--- config.mk ---
export PLATFORM = sky130hd
export DESIGN_NAME = fft_frame_loader
export DESIGN_NICKNAME = d
export VERILOG_FILES = /design/src/rtl/fft_loader_pkg.sv /design/src/rtl/sample_conditioner.sv /design/src/rtl/fft_frame_loader.sv
export SDC_FILE = /design/constraint.sdc
export NUM_CORES = 1
export LEC_CHECK = 0
export BUFFER_PORTS_ARGS = -buffer_cell sky130_fd_sc_hd__buf_2
export CORE_AREA = 8 8 132 134
export DETAILED_ROUTE_END_ITERATION = 8
export DIE_AREA = 0 0 140 142
export GPL_ROUTABILITY_DRIVEN = 0
export PLACE_DENSITY = 0.54
export SLEW_MARGIN = 5
export SYNTH_ARGS = -nofsm -noshare
export SYNTH_HDL_FRONTEND = slang
export SYNTH_SLANG_ARGS = --single-unit
export TNS_END_PERCENT = 10
--- constraint.sdc ---
create_clock -name clk -period 4.75 [get_ports clk]
set_input_delay 0.2375 -clock clk [delete_from_list [all_inputs] [get_ports clk]]
set_output_delay 0.2375 -clock clk [all_outputs]
set_load 0.05 [all_outputs]
--- src/rtl/fft_loader_pkg.sv ---
// rtl/fft_loader_pkg.sv - shared types and constants for the FFT frame loader
package fft_loader_pkg;

    typedef enum logic [1:0] {
        ST_IDLE,
        ST_FILL,
        ST_START,
        ST_WAIT
    } loader_state_t;

    // Code 3 is reserved and decodes as CH_LEFT in the conditioner.
    typedef enum logic [1:0] {
        CH_LEFT  = 2'd0,
        CH_RIGHT = 2'd1,
        CH_AVG   = 2'd2
    } ch_mode_t;

    localparam int DROP_CNT_W = 8;

endpackage

--- src/rtl/sample_conditioner.sv ---
// rtl/sample_conditioner.sv - channel select/mix, then round and saturate PCM to FFT width
module sample_conditioner
    import fft_loader_pkg::*;
#(
    parameter int DATA_RES  = 24,
    parameter int BIT_WIDTH = 16
) (
    input  logic        [1:0]           ch_mode_i,
    input  logic signed [DATA_RES-1:0]  left_i,
    input  logic signed [DATA_RES-1:0]  right_i,
    output logic signed [BIT_WIDTH-1:0] sample_o
);

    localparam int SH = DATA_RES - BIT_WIDTH;
    localparam logic signed [DATA_RES+1:0] HALF    = (DATA_RES+2)'(2**(SH-1));
    localparam logic signed [DATA_RES+1:0] SAT_MAX = (DATA_RES+2)'(2**(BIT_WIDTH-1) - 1);
    localparam logic signed [DATA_RES+1:0] SAT_MIN = ~SAT_MAX;

    logic signed [DATA_RES:0]   sum;
    logic signed [DATA_RES:0]   sel;
    logic signed [DATA_RES+1:0] rounded;
    logic signed [DATA_RES+1:0] shifted;

    always_comb begin
        sum = {left_i[DATA_RES-1], left_i} + {right_i[DATA_RES-1], right_i};
        case (ch_mode_t'(ch_mode_i))
            CH_RIGHT: sel = {right_i[DATA_RES-1], right_i};
            CH_AVG:   sel = sum >>> 1;
            default:  sel = {left_i[DATA_RES-1], left_i};
        endcase
        // Guard bit keeps the +half from wrapping at full-scale positive input.
        rounded = {sel[DATA_RES], sel} + HALF;
        shifted = rounded >>> SH;
        if (shifted > SAT_MAX) begin
            sample_o = SAT_MAX[BIT_WIDTH-1:0];
        end else if (shifted < SAT_MIN) begin
            sample_o = SAT_MIN[BIT_WIDTH-1:0];
        end else begin
            sample_o = shifted[BIT_WIDTH-1:0];
        end
    end

endmodule

--- src/rtl/fft_frame_loader.sv ---
// rtl/fft_frame_loader.sv - streams N conditioned stereo samples into the FFT and sequences start/done
module fft_frame_loader
    import fft_loader_pkg::*;
#(
    parameter int DATA_RES  = 24,
    parameter int BIT_WIDTH = 16,
    parameter int M         = 9,
    parameter int N         = 1 << M,
    parameter int DECIM_W   = 4
) (
    input  logic                       clk,
    input  logic                       reset,
    input  logic                       enable_i,
    input  logic                       continuous_i,
    input  logic [1:0]                 ch_mode_i,
    input  logic [DECIM_W-1:0]         decim_i,
    input  logic signed [DATA_RES-1:0] left_i,
    input  logic signed [DATA_RES-1:0] right_i,
    input  logic                       sample_stb_i,
    output logic                       fft_load_o,
    output logic [M-1:0]               fft_adr_o,
    output logic [2*BIT_WIDTH-1:0]     fft_rd_o,
    output logic                       fft_start_o,
    input  logic                       fft_done_i,
    output logic                       frame_done_o,
    output logic                       busy_o,
    input  logic                       clear_ovr_i,
    output logic                       overrun_o,
    output logic [DROP_CNT_W-1:0]      drop_cnt_o
);

    loader_state_t               state_q, state_d;
    logic [M-1:0]                cnt_q, cnt_d;
    logic [DECIM_W-1:0]          dec_q, dec_d;
    logic                        load_q, load_d;
    logic [M-1:0]                adr_q, adr_d;
    logic [2*BIT_WIDTH-1:0]      rd_q, rd_d;
    logic                        start_q, start_d;
    logic                        frame_done_q, frame_done_d;
    logic                        ovr_q, ovr_d;
    logic [DROP_CNT_W-1:0]       drop_q, drop_d;

    logic signed [BIT_WIDTH-1:0] cond_sample;
    logic                        keep;
    logic                        drop;
    logic [DECIM_W-1:0]          dec_adv;

    sample_conditioner #(
        .DATA_RES  (DATA_RES),
        .BIT_WIDTH (BIT_WIDTH)
    ) u_cond (
        .ch_mode_i (ch_mode_i),
        .left_i    (left_i),
        .right_i   (right_i),
        .sample_o  (cond_sample)
    );

    always_comb begin
        state_d      = state_q;
        cnt_d        = cnt_q;
        dec_d        = dec_q;
        load_d       = 1'b0;
        adr_d        = adr_q;
        rd_d         = rd_q;
        start_d      = 1'b0;
        frame_done_d = 1'b0;
        ovr_d        = ovr_q;
        drop_d       = drop_q;
        drop         = 1'b0;
        keep         = sample_stb_i && (dec_q == '0);
        dec_adv      = (dec_q >= decim_i) ? '0 : dec_q + DECIM_W'(1);

        case (state_q)
            ST_IDLE: begin
                cnt_d = '0;
                dec_d = '0;
                if (enable_i) state_d = ST_FILL;
            end
            ST_FILL: begin
                if (!enable_i) begin
                    state_d = ST_IDLE;
                    cnt_d   = '0;
                    dec_d   = '0;
                end else if (sample_stb_i) begin
                    dec_d = dec_adv;
                    if (keep) begin
                        load_d = 1'b1;
                        adr_d  = cnt_q;
                        rd_d   = {cond_sample, {BIT_WIDTH{1'b0}}};
                        cnt_d  = cnt_q + M'(1);
                        if (cnt_q == M'(N-1)) state_d = ST_START;
                    end
                end
            end
            ST_START: begin
                start_d = 1'b1;
                state_d = ST_WAIT;
                drop    = keep;
                if (sample_stb_i) dec_d = dec_adv;
            end
            ST_WAIT: begin
                drop = keep;
                if (sample_stb_i) dec_d = dec_adv;
                if (fft_done_i) begin
                    frame_done_d = 1'b1;
                    if (continuous_i && enable_i) begin
                        state_d = ST_FILL;
                        cnt_d   = '0;
                        dec_d   = '0;
                    end else begin
                        state_d = ST_IDLE;
                    end
                end
            end
            default: state_d = ST_IDLE;
        endcase

        // A drop in the same cycle as a clear restarts the count at one.
        if (drop) begin
            ovr_d = 1'b1;
            if (clear_ovr_i) begin
                drop_d = DROP_CNT_W'(1);
            end else if (drop_q != {DROP_CNT_W{1'b1}}) begin
                drop_d = drop_q + DROP_CNT_W'(1);
            end
        end else if (clear_ovr_i) begin
            ovr_d  = 1'b0;
            drop_d = '0;
        end
    end

    always_ff @(posedge clk or posedge reset) begin
        if (reset) begin
            state_q      <= ST_IDLE;
            cnt_q        <= '0;
            dec_q        <= '0;
            load_q       <= 1'b0;
            adr_q        <= '0;
            rd_q         <= '0;
            start_q      <= 1'b0;
            frame_done_q <= 1'b0;
            ovr_q        <= 1'b0;
            drop_q       <= '0;
        end else begin
            state_q      <= state_d;
            cnt_q        <= cnt_d;
            dec_q        <= dec_d;
            load_q       <= load_d;
            adr_q        <= adr_d;
            rd_q         <= rd_d;
            start_q      <= start_d;
            frame_done_q <= frame_done_d;
            ovr_q        <= ovr_d;
            drop_q       <= drop_d;
        end
    end

    assign fft_load_o   = load_q;
    assign fft_adr_o    = adr_q;
    assign fft_rd_o     = rd_q;
    assign fft_start_o  = start_q;
    assign frame_done_o = frame_done_q;
    assign busy_o       = (state_q != ST_IDLE);
    assign overrun_o    = ovr_q;
    assign drop_cnt_o   = drop_q;

endmodule

# Word-level counts from Yosys, hierarchy flattened
# Index checks and enable logic that the tools add are counted.
# totals
ff_bits,52
latch_bits,0
mem_bits_rw,0
rom_bits,0
inputBits,61
out_inout_bits,54
elab_cells,81
memories,0
# classes
addsub,5
mul,0
n_div,0
order_cmp,3
n_eq_ne,13
shifts,0
mux,37
n_bitwise,0
reduce_logical,13
# op_table
op,count
25-bit one-hot mux with 2 select lines,1
9-bit two-way mux,5
16-bit two-way mux,2
8-bit two-way mux,4
9-bit one-hot mux with 3 select lines,1
"25-bit by 9-bit adder with 26-bit output, second input constant",1
24-bit by 24-bit adder with 25-bit output,1
4-bit two-way mux,5
"18-bit by 16-bit greater-than comparator with 1-bit output, second input constant",1
"18-bit by 16-bit < comparator with 1-bit output, second input constant",1
4-bit one-hot mux with 4 select lines,1
2-bit two-way mux,6
1-bit two-way mux,11
5-bit AND reduction,2
"9-bit by 1-bit adder with 9-bit output, second input constant",1
"9-bit == test, second input constant",1
"3-bit inequality test, second input constant",3
"8-bit by 1-bit adder with 8-bit output, second input constant",1
"8-bit inequality test, second input constant",1
2-bit one-hot mux with 4 select lines,1
"2-bit == test, second input constant",3
"2-bit inequality test, second input constant",3
2-bit nonzero test,3
"4-bit by 1-bit adder with 4-bit output, second input constant",1
9 further kinds,11

# Depth between registers and ports, before layout
# Gate-level depths: netlist of run 1.
# depth
word_depth,6
mapped_depth,14
depth_no_buf,12

# Modules after synthesis
# Synthesis of run 1 repeated with hierarchy kept, for this count alone.
# unflattened
hier_cells,569
area_unflattened_um2,4897.2
# by_module_without_submodules
module,instances,cells_each,area_per_inst_um2,seq_area_each_um2
fft_frame_loader,1,227,2566.2,1301.2
sample_conditioner,1,342,2331.0,0.0

# Worst setup path before layout of run 1
# No wires, ideal clock.
# synth_path
kind,input to register
startpoint,in left_i[5]
endpoint,"reg rd_q[18], in the netlist fft_rd_o[18]"
setup_ns,0.129
arrival_ns,2.822
t_required_ns,4.621
slack_ns,1.799
path_stages,11
n_path_buf,0
path_cell_list,ha_1 a21oi_1 o211ai_1 a221oi_1 xor2_1 o21ai_0 nand4_1 nor4_4 nand4_2 a21oi_4 a21oi_1
# synth_between
elab_chain_cells,6
elab_cells_between_ends,7
cone_classes,add/sub: 2; order compare: 2; mux: 3
# synth_lines
item,line,source
"start, declared",fft_frame_loader.sv:17,"input logic signed [DATA_RES-1:0] left_i,"
24-bit by 24-bit adder with 25-bit output,sample_conditioner.sv:25,"sum = {left_i[DATA_RES-1], left_i} + {right_i[DATA_RES-1], right_i};"
25-bit one-hot mux with 2 select lines (*),sample_conditioner.sv:26,case (ch_mode_t'(ch_mode_i))
25-bit by 9-bit adder with 26-bit output (*),sample_conditioner.sv:32,"rounded = {sel[DATA_RES], sel} + HALF;"
18-bit by 16-bit < comparator with 1-bit output,sample_conditioner.sv:36,end else if (shifted < SAT_MIN) begin
16-bit two-way mux,sample_conditioner.sv:36,
16-bit two-way mux (*),sample_conditioner.sv:34,if (shifted > SAT_MAX) begin
"end signal, assigned",fft_frame_loader.sv:150,rd_q <= rd_d;
"end, declared",fft_frame_loader.sv:37,"logic [2*BIT_WIDTH-1:0] rd_q, rd_d;"
# Every way passes the cells marked *; elsewhere a longest branch is shown, timed or not.
# A chain may end at the register's enable or synchronous reset.

# Worst setup path in the final report of run 1
# layout_path
startpoint,in ch_mode_i[0]
endpoint,"reg rd_q[30], in the netlist fft_rd_o[30]"
# layout_between
elab_chain_cells,6
elab_cells_between_ends,8
cone_classes,add/sub: 1; order compare: 2; eq/ne: 2; mux: 3
# layout_lines
item,line,source
"start, declared",fft_frame_loader.sv:15,"input logic [1:0] ch_mode_i,"
2-bit == test or 2-bit by 1-bit == test with 1-bit output (tied branches),sample_conditioner.sv:26,
25-bit one-hot mux with 2 select lines (*),sample_conditioner.sv:26,
25-bit by 9-bit adder with 26-bit output (*),sample_conditioner.sv:32,
18-bit by 16-bit < comparator with 1-bit output,sample_conditioner.sv:36,
16-bit two-way mux,sample_conditioner.sv:36,
16-bit two-way mux (*),sample_conditioner.sv:34,
# Marked as above.

==> flow_summary.ini, run 1 <==
[outcome]
status = finished, final reports clean

[power]
total_leakage_power_uw = 0.00247
power.density_mw_per_mm2 = 273
power_uw = 1430
vdd_drop_max_v = 0.000124
sw_frac_of_total_pct = 40.4
power_switching_uw = 579
p_int_uw = 854
pwr-share-comb_pct = 40.1
pwr-share-clk_pct = 25.1
power_frac_seq_pct = 34.8

[clock_tree]
clk_pin_slew_ns = 0.07
htreeDepth = 2
worstSkewPairLatency_ns = 0.29
cts_max_path_buffers = 2
cts_tree = done
cts.sinks = 52
post_cts_buffers = 0
cts_root_buffer = clkbuf_16
cts_buffers = 5
hold_buffers = 0
cts-resized-gates = 0

[synthesis]
synth_flop_cell = dfrtp_1
avgSynthCellArea_sq_um = 7.82
synth_edf_count = 0
ys_seq_area_share_pct = 28.9
synth.distinct_cells = 67
synth-seq-cells = 52
yosysWarnings = 0
netlist_area_sq_mm = 0.00450
netlist_instances = 575
async_flop_share_pct = 100

[floorplanning]
coreArea_sq_mm = 0.0154
io_pins = 115
die_h_microns = 142
fp.dieArea_sq_mm = 0.0199
start_util_pct = 29.2
num_rows = 46
die_w_microns = 140

[grt]
grt_pass1_vias = 4417
antenna_found_initial = 0
grt_max_degree = 53
grt-ovfl-total = 0
grt_pass1_wl_microns = 21000
grt_usage_pct = 12.6

[drt]
drtAntennaViolNets = 0
drt-total-wl_microns = 13000
drtPass1Iterations = 4
drc = 0
viasPerCell = 5.13
initialDrtViolationCount = 207
avgRoutedWirePerCell_microns = 15.2
dr_total_vias = 4385

[sta]
max_slew.worst_pin.slew_ns = 1.08
min_period_over_period_pct = 74.8
finClkSkew_ns = 0.00849
finalHoldViolCount = 0
whs_ns = 0.232
setup_violations = 0
setup_tns_ns = 0
period_needed_ns = 3.55
rsz0062_at_grt = false
fmax_ghz = 0.282
slew_headroom_pct = 27.7
finalMaxSlewViolations = 0

[layout]
drive_above_1_share_pct = 18.6
num-nets-final = 758
syn_to_final_growth_pct = 16.6
post-route-cell-area_sq_mm = 0.00525
insertedDiodeCount = 0
layout_common_cells = nand2_1 (98), buf_2 (98), nor2_1 (52), dfrtp_1 (52), a21oi_1 (50)

[setup_path]
setup.worst_path.end_class = register
crit_required_ns = 4.91
crit_fanout = 24
worstSetupPathType = input pin to register
reg2reg_depth = 10
cp_data_arrival_time_ns = 3.71
startpoint_type = input pin

[placement]
post_dp_cell_area_sq_mm = 0.00510
portBuffers = 98
hpwl_microns = 10700

[min_path]
holdCritPathClass = input pin to asynchronous set/reset pin

[flow_run]
max_cap_violations = 0
[synthesized netlist by cell type (3+ instances only)]
cell type,instances,area (sq um)
or3_1,5,31.3
xor2_1,21,184
ha_1,35,438
buf_2,4,20.0
a211oi_1,6,45.0
and2_1,3,18.8
nand2b_1,8,50.1
clkbuf_1,11,41.3
a21oi_1,50,250
nand2_1,98,368
a311oi_1,3,26.3
mux2i_1,5,50.1
a21o_1,3,22.5
dfrtp_1,52,1300
a31oi_1,5,31.3
nor3_1,9,45.0
o21ai_0,24,120
nor2b_1,6,37.5
o22ai_1,3,18.8
o211ai_1,4,30.0
nand3_1,16,80.1
o21ai_1,23,115
nor2_1,52,195
xnor2_1,12,105
nand4_1,13,81.3
inv_1,22,82.6
buf_4,18,135
o21a_1,4,30.0
and3_1,13,81.3
a21boi_0,3,22.5
[critical path, stage by stage]
cell and delay, ns:
buf_2 0.09, inv_1 0.04, ha_1 0.28, buf_4 0.22, inv_1 0.42, nand2_1 0.40, o21ai_0 0.62, nand4_1 0.36
nor4_4 0.35, nand4_2 0.28, a21oi_4 0.31, a21oi_1 0.11
[final cells by class]
type / instances / area, sq um
multi-input cells: 480 / 2960
clock inverters: 1 / 7.51
repair buffers: 100 / 505
clock buffers: 7 / 143
flip-flops and latches: 52 / 1300
fillers: 1674 / 10200
inverters: 23 / 86.3
well taps: 192 / 240
[worst paths after layout]
path,endpoint,start,slack (ns)
setup / recovery,fft_rd_o[30],ch_mode_i[0],1.20
hold / removal,fft_rd_o[17],reset,0.23
setup reg to reg,cnt_q[7],dec_q[0],2.17
hold reg to reg,fft_rd_o[31],fft_rd_o[31],0.47
max in group asynchronous,fft_adr_o[5],reset,3.86
min in group clk,drop_cnt_o[4],clear_ovr_i,0.23
[registers in the layout, indices dropped and copies added, names as in the netlist, named ones only]
name and count:
cnt_q 9, dec_q 4, drop_cnt_o 8, fft_adr_o 9, fft_load_o 1, fft_rd_o 16, fft_start_o 1, frame_done_o 1
overrun_o 1, state_q 1
[logic make-up after synthesis]
kind of cell	synth area share, %
buffers and inverters	6.45
adder cells (fa/ha/maj)	9.73
AO/OA/AOI/OAI	21.7
flip-flops	28.9
other	0.0833
multiplexers	1.36
AND/OR/NAND/NOR	25.3
XOR/XNOR	6.42
[per-layer routing]
layer,vias up,global-route usage [%],routed length (microns)
li1,2182,-,-
met1,2039,14.7,5510
met2,148,22.9,6480
met3,16,2.75,748
met4,0,3.66,221
met5,-,0,0
[power by group through the flow]
| stage | clock network, uW | registers (uW) | logic, uW |
|---|---|---|---|
| detailed placement | 0 | 508 | 577 |
| floorplan | 0 | 626 | 311 |
| global placement | 0 | 506 | 571 |
| global route | 389 | 503 | 626 |
| finish | 361 | 498 | 575 |
| CTS | 374 | 500 | 579 |
[per-stage QoR]
step	worst slack (ns)	utilization [%]	std cells
final	1.20	34.0	855
after global routing	0.891	34.0	855
after CTS	1.18	34.0	855
after detailed placement	0.857	33.0	847
after global placement	1.12	33.0	847
after floorplan	1.80	-	590
Note: power is estimated with default switching activity, not from simulation.
==> inputs of run 2 (changes only) <==
- PLACE_DENSITY: 0.54 -> 0.55
- clock period: 4.75 -> 3 ns (I/O delays scaled with it)
==> run 2 against run 1 <==
Against the previous run:
- final cell count up 7.0%
- sequential power up 58%
- clock skew down 0.0032 ns
- total power up 69%
- clock power up 76%
- combinational power up 74%
- critical endpoint is now fft_rd_o[26]
- largest power group unchanged
==> flow_summary.ini, run 2 (synthesis gave the netlist of run 1 again) <==
[layout]
syn_to_final_growth_pct = 27.3
largest_register_ffs = 16
layout_common_cells = nand2_1 (98), buf_2 (98), buf_4 (61), nor2_1 (52), dfrtp_1 (52)
insertedDiodeCount = 0
drive_above_1_share_pct = 25.2
postLayoutCoreUtil_pct = 37.1
num-nets-final = 818

[sta]
finClkSkew_ns = 0.00531
min_period_over_period_pct = 93.0
fmax_ghz = 0.359
setup_tns_ns = 0
finalHoldViolCount = 0
finalMaxSlewViolations = 0
slew_headroom_pct = 59.1
rsz0062_at_grt = false
period_needed_ns = 2.79
whs_ns = 0.146
setup_violations = 0
max_slew.worst_pin.slew_ns = 0.608

[setup_path]
cp_data_arrival_time_ns = 2.95
path_cells = buf_2 > ha_1 > nand4_1 > a221oi_4 > o211ai_1 > and3_1 > o31a_1 > nand4b_4 > nor4_4 > nand4_2 > a21oi_4 > a21oi_1
crit_path_max_incr_delay_ns = 0.33
crit_fanout = 7
crit_family = compound AO/OA/AOI/OAI gates
startpoint_type = input pin
setup.worst_path.end_class = register
crit_required_ns = 3.16
critPathBufInv = 1
slowest_stage = ha_1
worstSetupPathType = input pin to register

[drt]
drtPass1Iterations = 4
drt-total-wl_microns = 12900
drtAntennaViolNets = 0
dr_total_vias = 4398
drc = 0
initialDrtViolationCount = 199
avgRoutedWirePerCell_microns = 14.1
viasPerCell = 4.81

[placement]
portBuffers = 98
hpwl_microns = 10900

[min_path]
holdCritPathClass = input pin to register

[power]
sw_frac_of_total_pct = 38.4
power_frac_seq_pct = 32.5
power.density_mw_per_mm2 = 423
total_leakage_power_uw = 0.00278
p_int_uw = 1490
pwr-share-comb_pct = 41.3
power_switching_uw = 931
vdd_drop_max_v = 0.000198
pwr-share-clk_pct = 26.1

[clock_tree]
cts.sinks = 52
cts_tree = done
cts_max_path_buffers = 2
cts_root_buffer = clkbuf_16
worstSkewPairLatency_ns = 0.29
clk_pin_slew_ns = 0.06
cts_buffers = 5
post_cts_buffers = 0
htreeDepth = 2

[floorplanning]
die_w_microns = 140
start_util_pct = 29.2
die_h_microns = 142
coreArea_sq_mm = 0.0154
fp.dieArea_sq_mm = 0.0199
io_pins = 115
num_rows = 46

[grt]
grt-ovfl-total = 0
grt_pass1_vias = 4438
grt_usage_pct = 12.9
grt_max_degree = 31
grt_pass1_wl_microns = 21400
antenna_found_initial = 0

[flow_run]
max_cap_violations = 0

[outcome]
status = finished, final reports clean
[run 2: changes by cell type in the layout (fill, tap and decap cells not counted), sizes merged]
cell         before  now
buf             100  159
bufinv            0    1
clkbuf            7    6
clkinv            1    2
clkinvlp          1    0
dlygate4sd3       0    1
[run 2: path summary, 6_finish.rpt]
path / startpoint / end / slack, ns / cells past startpoint
setup reg to reg: dec_q[0] / cnt_q[7] / 0.67 / 10
hold / removal: enable_i / state_q[0] / 0.15 / 3
max in group asynchronous: reset / dec_q[1] / 1.76 / 4
hold reg to reg: fft_rd_o[31] / fft_rd_o[31] / 0.47 / 2
setup / recovery: left_i[7] / fft_rd_o[26] / 0.21 / 12
min in group asynchronous: reset / fft_load_o / 0.45 / 3
[run 2: routing by layer]
metal	global-route usage (%)	wire length [microns]	vias to the layer above	part of all wire, %
li1	-	-	2297	-
met1	15.7	5980	2004	46
met2	22.9	6220	85	48
met3	2.42	527	12	4.1
met4	3.37	163	0	1.3
met5	0	0	-	0
[run 2: metrics by stage]
step / setup slack [ns] / total power [uW] / instance area (sq um) / cells
final: 0.211 / 2420 / 5730 / 915
after global routing: 0.0157 / 2570 / 5730 / 915
after CTS: 0.198 / 2450 / 5710 / 915
after detailed placement: -0.103 / 1810 / 5540 / 906
after global placement: -0.0214 / 1810 / 5540 / 906
after floorplan: 0.137 / 1490 / 4560 / 590
[run 2: power by group through the flow]
stage | clock, uW | combinational [uW] | sequential, uW
global placement | 0 | 1010 | 802
global route | 677 | 1090 | 795
CTS | 654 | 1010 | 790
finish | 634 | 1000 | 788
detailed placement | 0 | 1010 | 803
floorplan | 0 | 493 | 992
[run 2: final cells by class]
type                       instances  area, sq um
timing repair buffer             160          958
inverter                          23         86.3
fill                            1695         9700
clock buffer                       6          129
sequential                        52         1300
tap                              192          240
multi-input combinational        480         2980
clock inverter                     2         35.0
[run 2: repair_timing]
action / 4_1_cts / 5_1_grt
setup endpoints to repair: 0 / 8
hold buffers: 1 / 0
hold endpoints to repair: 22 / 0
resized for setup: 0 / 2
[run 2: tightest hold or removal path, delay by kind of cell]
kind	cells	cell delay, ns
AO/OA/AOI/OAI	2	0.14
buffers and inverters	1	0.10
==> inputs of run 3 (changes only) <==
- PLACE_DENSITY: 0.55 -> 0.54
- clock period: 3 -> 3.6 ns (I/O delays scaled with it)
==> run 3 against run 2 <==
Against the previous run:
- die area did not move
- clock-buffer cell count fell by 1
- sequential share of layout area rose by 1.6 points
- highest routed layer unchanged
==> flow_summary.ini, run 3 (synthesis gave the netlist of run 1 again) <==
[drt]
viasPerCell = 5.05
avgRoutedWirePerCell_microns = 15.0
dr_total_vias = 4346
drtPass1Iterations = 6
drc = 0
drtAntennaViolNets = 0
drt-total-wl_microns = 12900
initialDrtViolationCount = 217

[floorplanning]
num_rows = 46
die_w_microns = 140
io_pins = 115
start_util_pct = 29.2
coreArea_sq_mm = 0.0154
die_h_microns = 142
fp.dieArea_sq_mm = 0.0199

[layout]
num-nets-final = 763
drive_above_1_share_pct = 19.3
insertedDiodeCount = 0
largest_register_ffs = 16
nFillCells = 1671
layout_common_cells = nand2_1 (98), buf_2 (98), nor2_1 (52), dfrtp_1 (52), a21oi_1 (50)
multi_input_area_sq_mm = 0.00296
postLayoutCoreUtil_pct = 34.7
syn_to_final_growth_pct = 18.9
regArea_sq_mm = 0.00130

[clock_tree]
cts_tree = done
cts.sinks = 52
cts_max_path_buffers = 2
clk_pin_slew_ns = 0.06
post_cts_buffers = 0
cts_buffers = 5
hold_buffers = 0
cts-resized-gates = 0
worstSkewPairLatency_ns = 0.28
cts_root_buffer = clkbuf_16
htreeDepth = 2

[power]
power_switching_uw = 766
p_int_uw = 1320
power.density_mw_per_mm2 = 390
power_frac_seq_pct = 31.4
pwr-share-comb_pct = 36.6
total_leakage_power_uw = 0.00253
pwr-share-clk_pct = 32.0
vdd_drop_max_v = 0.000256
sw_frac_of_total_pct = 36.6

[sta]
setup_violations = 0
finClkSkew_ns = 0.00469
finalHoldViolCount = 0
rsz0062_at_grt = false
period_needed_ns = 3.13
finalMaxSlewViolations = 0
fmax_ghz = 0.320
min_period_over_period_pct = 86.8
max_slew.worst_pin.slew_ns = 1.10
slew_headroom_pct = 26.8
setup_tns_ns = 0

[setup_path]
setup.worst_path.end_class = register
crit_required_ns = 3.79
crit_fanout = 10
worstSetupPathType = input pin to register
cp_data_arrival_time_ns = 3.31
startpoint_type = input pin

[grt]
grt_max_degree = 53
grt_pass1_vias = 4420
grt_usage_pct = 12.6
antenna_found_initial = 0
grt_pass1_wl_microns = 21000
grt-ovfl-total = 0

[placement]
portBuffers = 98
hpwl_microns = 10600

[outcome]
status = finished, final reports clean

[min_path]
holdCritPathClass = input pin to asynchronous set/reset pin

[flow_run]
max_cap_violations = 0
## run 3: cell count changes in the layout (fill, tap and decap cells not counted), sizes merged
cell,before,now
dlygate4sd3,1,0
clkinv,2,1
bufinv,1,3
buf,159,105
clkbuf,6,5
## run 3: metal layers
layer	track usage, %	vias up	wire length (microns)
met5	0	-	0
met4	2.74	0	109
met3	2.05	10	564
met2	23.0	115	6520
li1	-	2197	-
met1	15.2	2024	5690
## run 3: path summary, 6_finish.rpt
kind                         startpoint             to  slack (ns)  depth (start not counted)
max                           left_i[7]   fft_rd_o[29]        0.47                         13
min                               reset   fft_rd_o[17]        0.16                          2
max reg2reg                    dec_q[0]       cnt_q[5]        1.05                          9
min reg2reg                fft_rd_o[31]   fft_rd_o[31]        0.46                          2
max in group asynchronous         reset       cnt_q[2]        2.75                          2
min in group clk            clear_ovr_i  drop_cnt_o[4]        0.18                          2
## run 3: final cells by class
| class | instances | share of cell area [%] |
|---|---|---|
| Clock buffer | 5 | 2.34 |
| Clock inverter | 3 | 1.68 |
| Inverter | 23 | 1.61 |
| Multi-Input combinational cell | 480 | 55.4 |
| Sequential cell | 52 | 24.3 |
| Tap cell | 192 | 4.49 |
| Timing Repair Buffer | 105 | 10.1 |
## run 3: power groups by stage
| stage | clock network (uW) | logic [uW] | registers [uW] |
|---|---|---|---|
| global route | 714 | 835 | 662 |
| detailed placement | 0 | 770 | 667 |
| floorplan | 0 | 411 | 827 |
| global placement | 0 | 760 | 667 |
| finish | 669 | 764 | 656 |
| CTS | 688 | 772 | 656 |
## run 3: critical path, cell delays in order
cell	delay (ns)
buf_2	0.11
ha_1	0.33
a21oi_1	0.20
o211ai_1	0.15
a221oi_1	0.46
xor2_1	0.11
o21ai_0	0.35
buf_4	0.20
nand4_1	0.19
nor4_2	0.24
and3_1	0.45
nor2_1	0.11
a211oi_1	0.23
## run 3: metrics by stage
| stage | worst slack (ns) | instances | hold slack (ns) | instance area, sq um | power [uW] |
|---|---|---|---|---|---|
| after floorplan | 0.707 | 590 | 0.335 | 4560 | 1240 |
| after global placement | 0.211 | 852 | 0.455 | 5130 | 1430 |
| after detailed placement | 0.131 | 852 | 0.452 | 5130 | 1440 |
| after CTS | 0.435 | 860 | 0.170 | 5350 | 2120 |
| after global routing | 0.0612 | 860 | 0.188 | 5350 | 2210 |
| final | 0.474 | 860 | 0.157 | 5350 | 2090 |
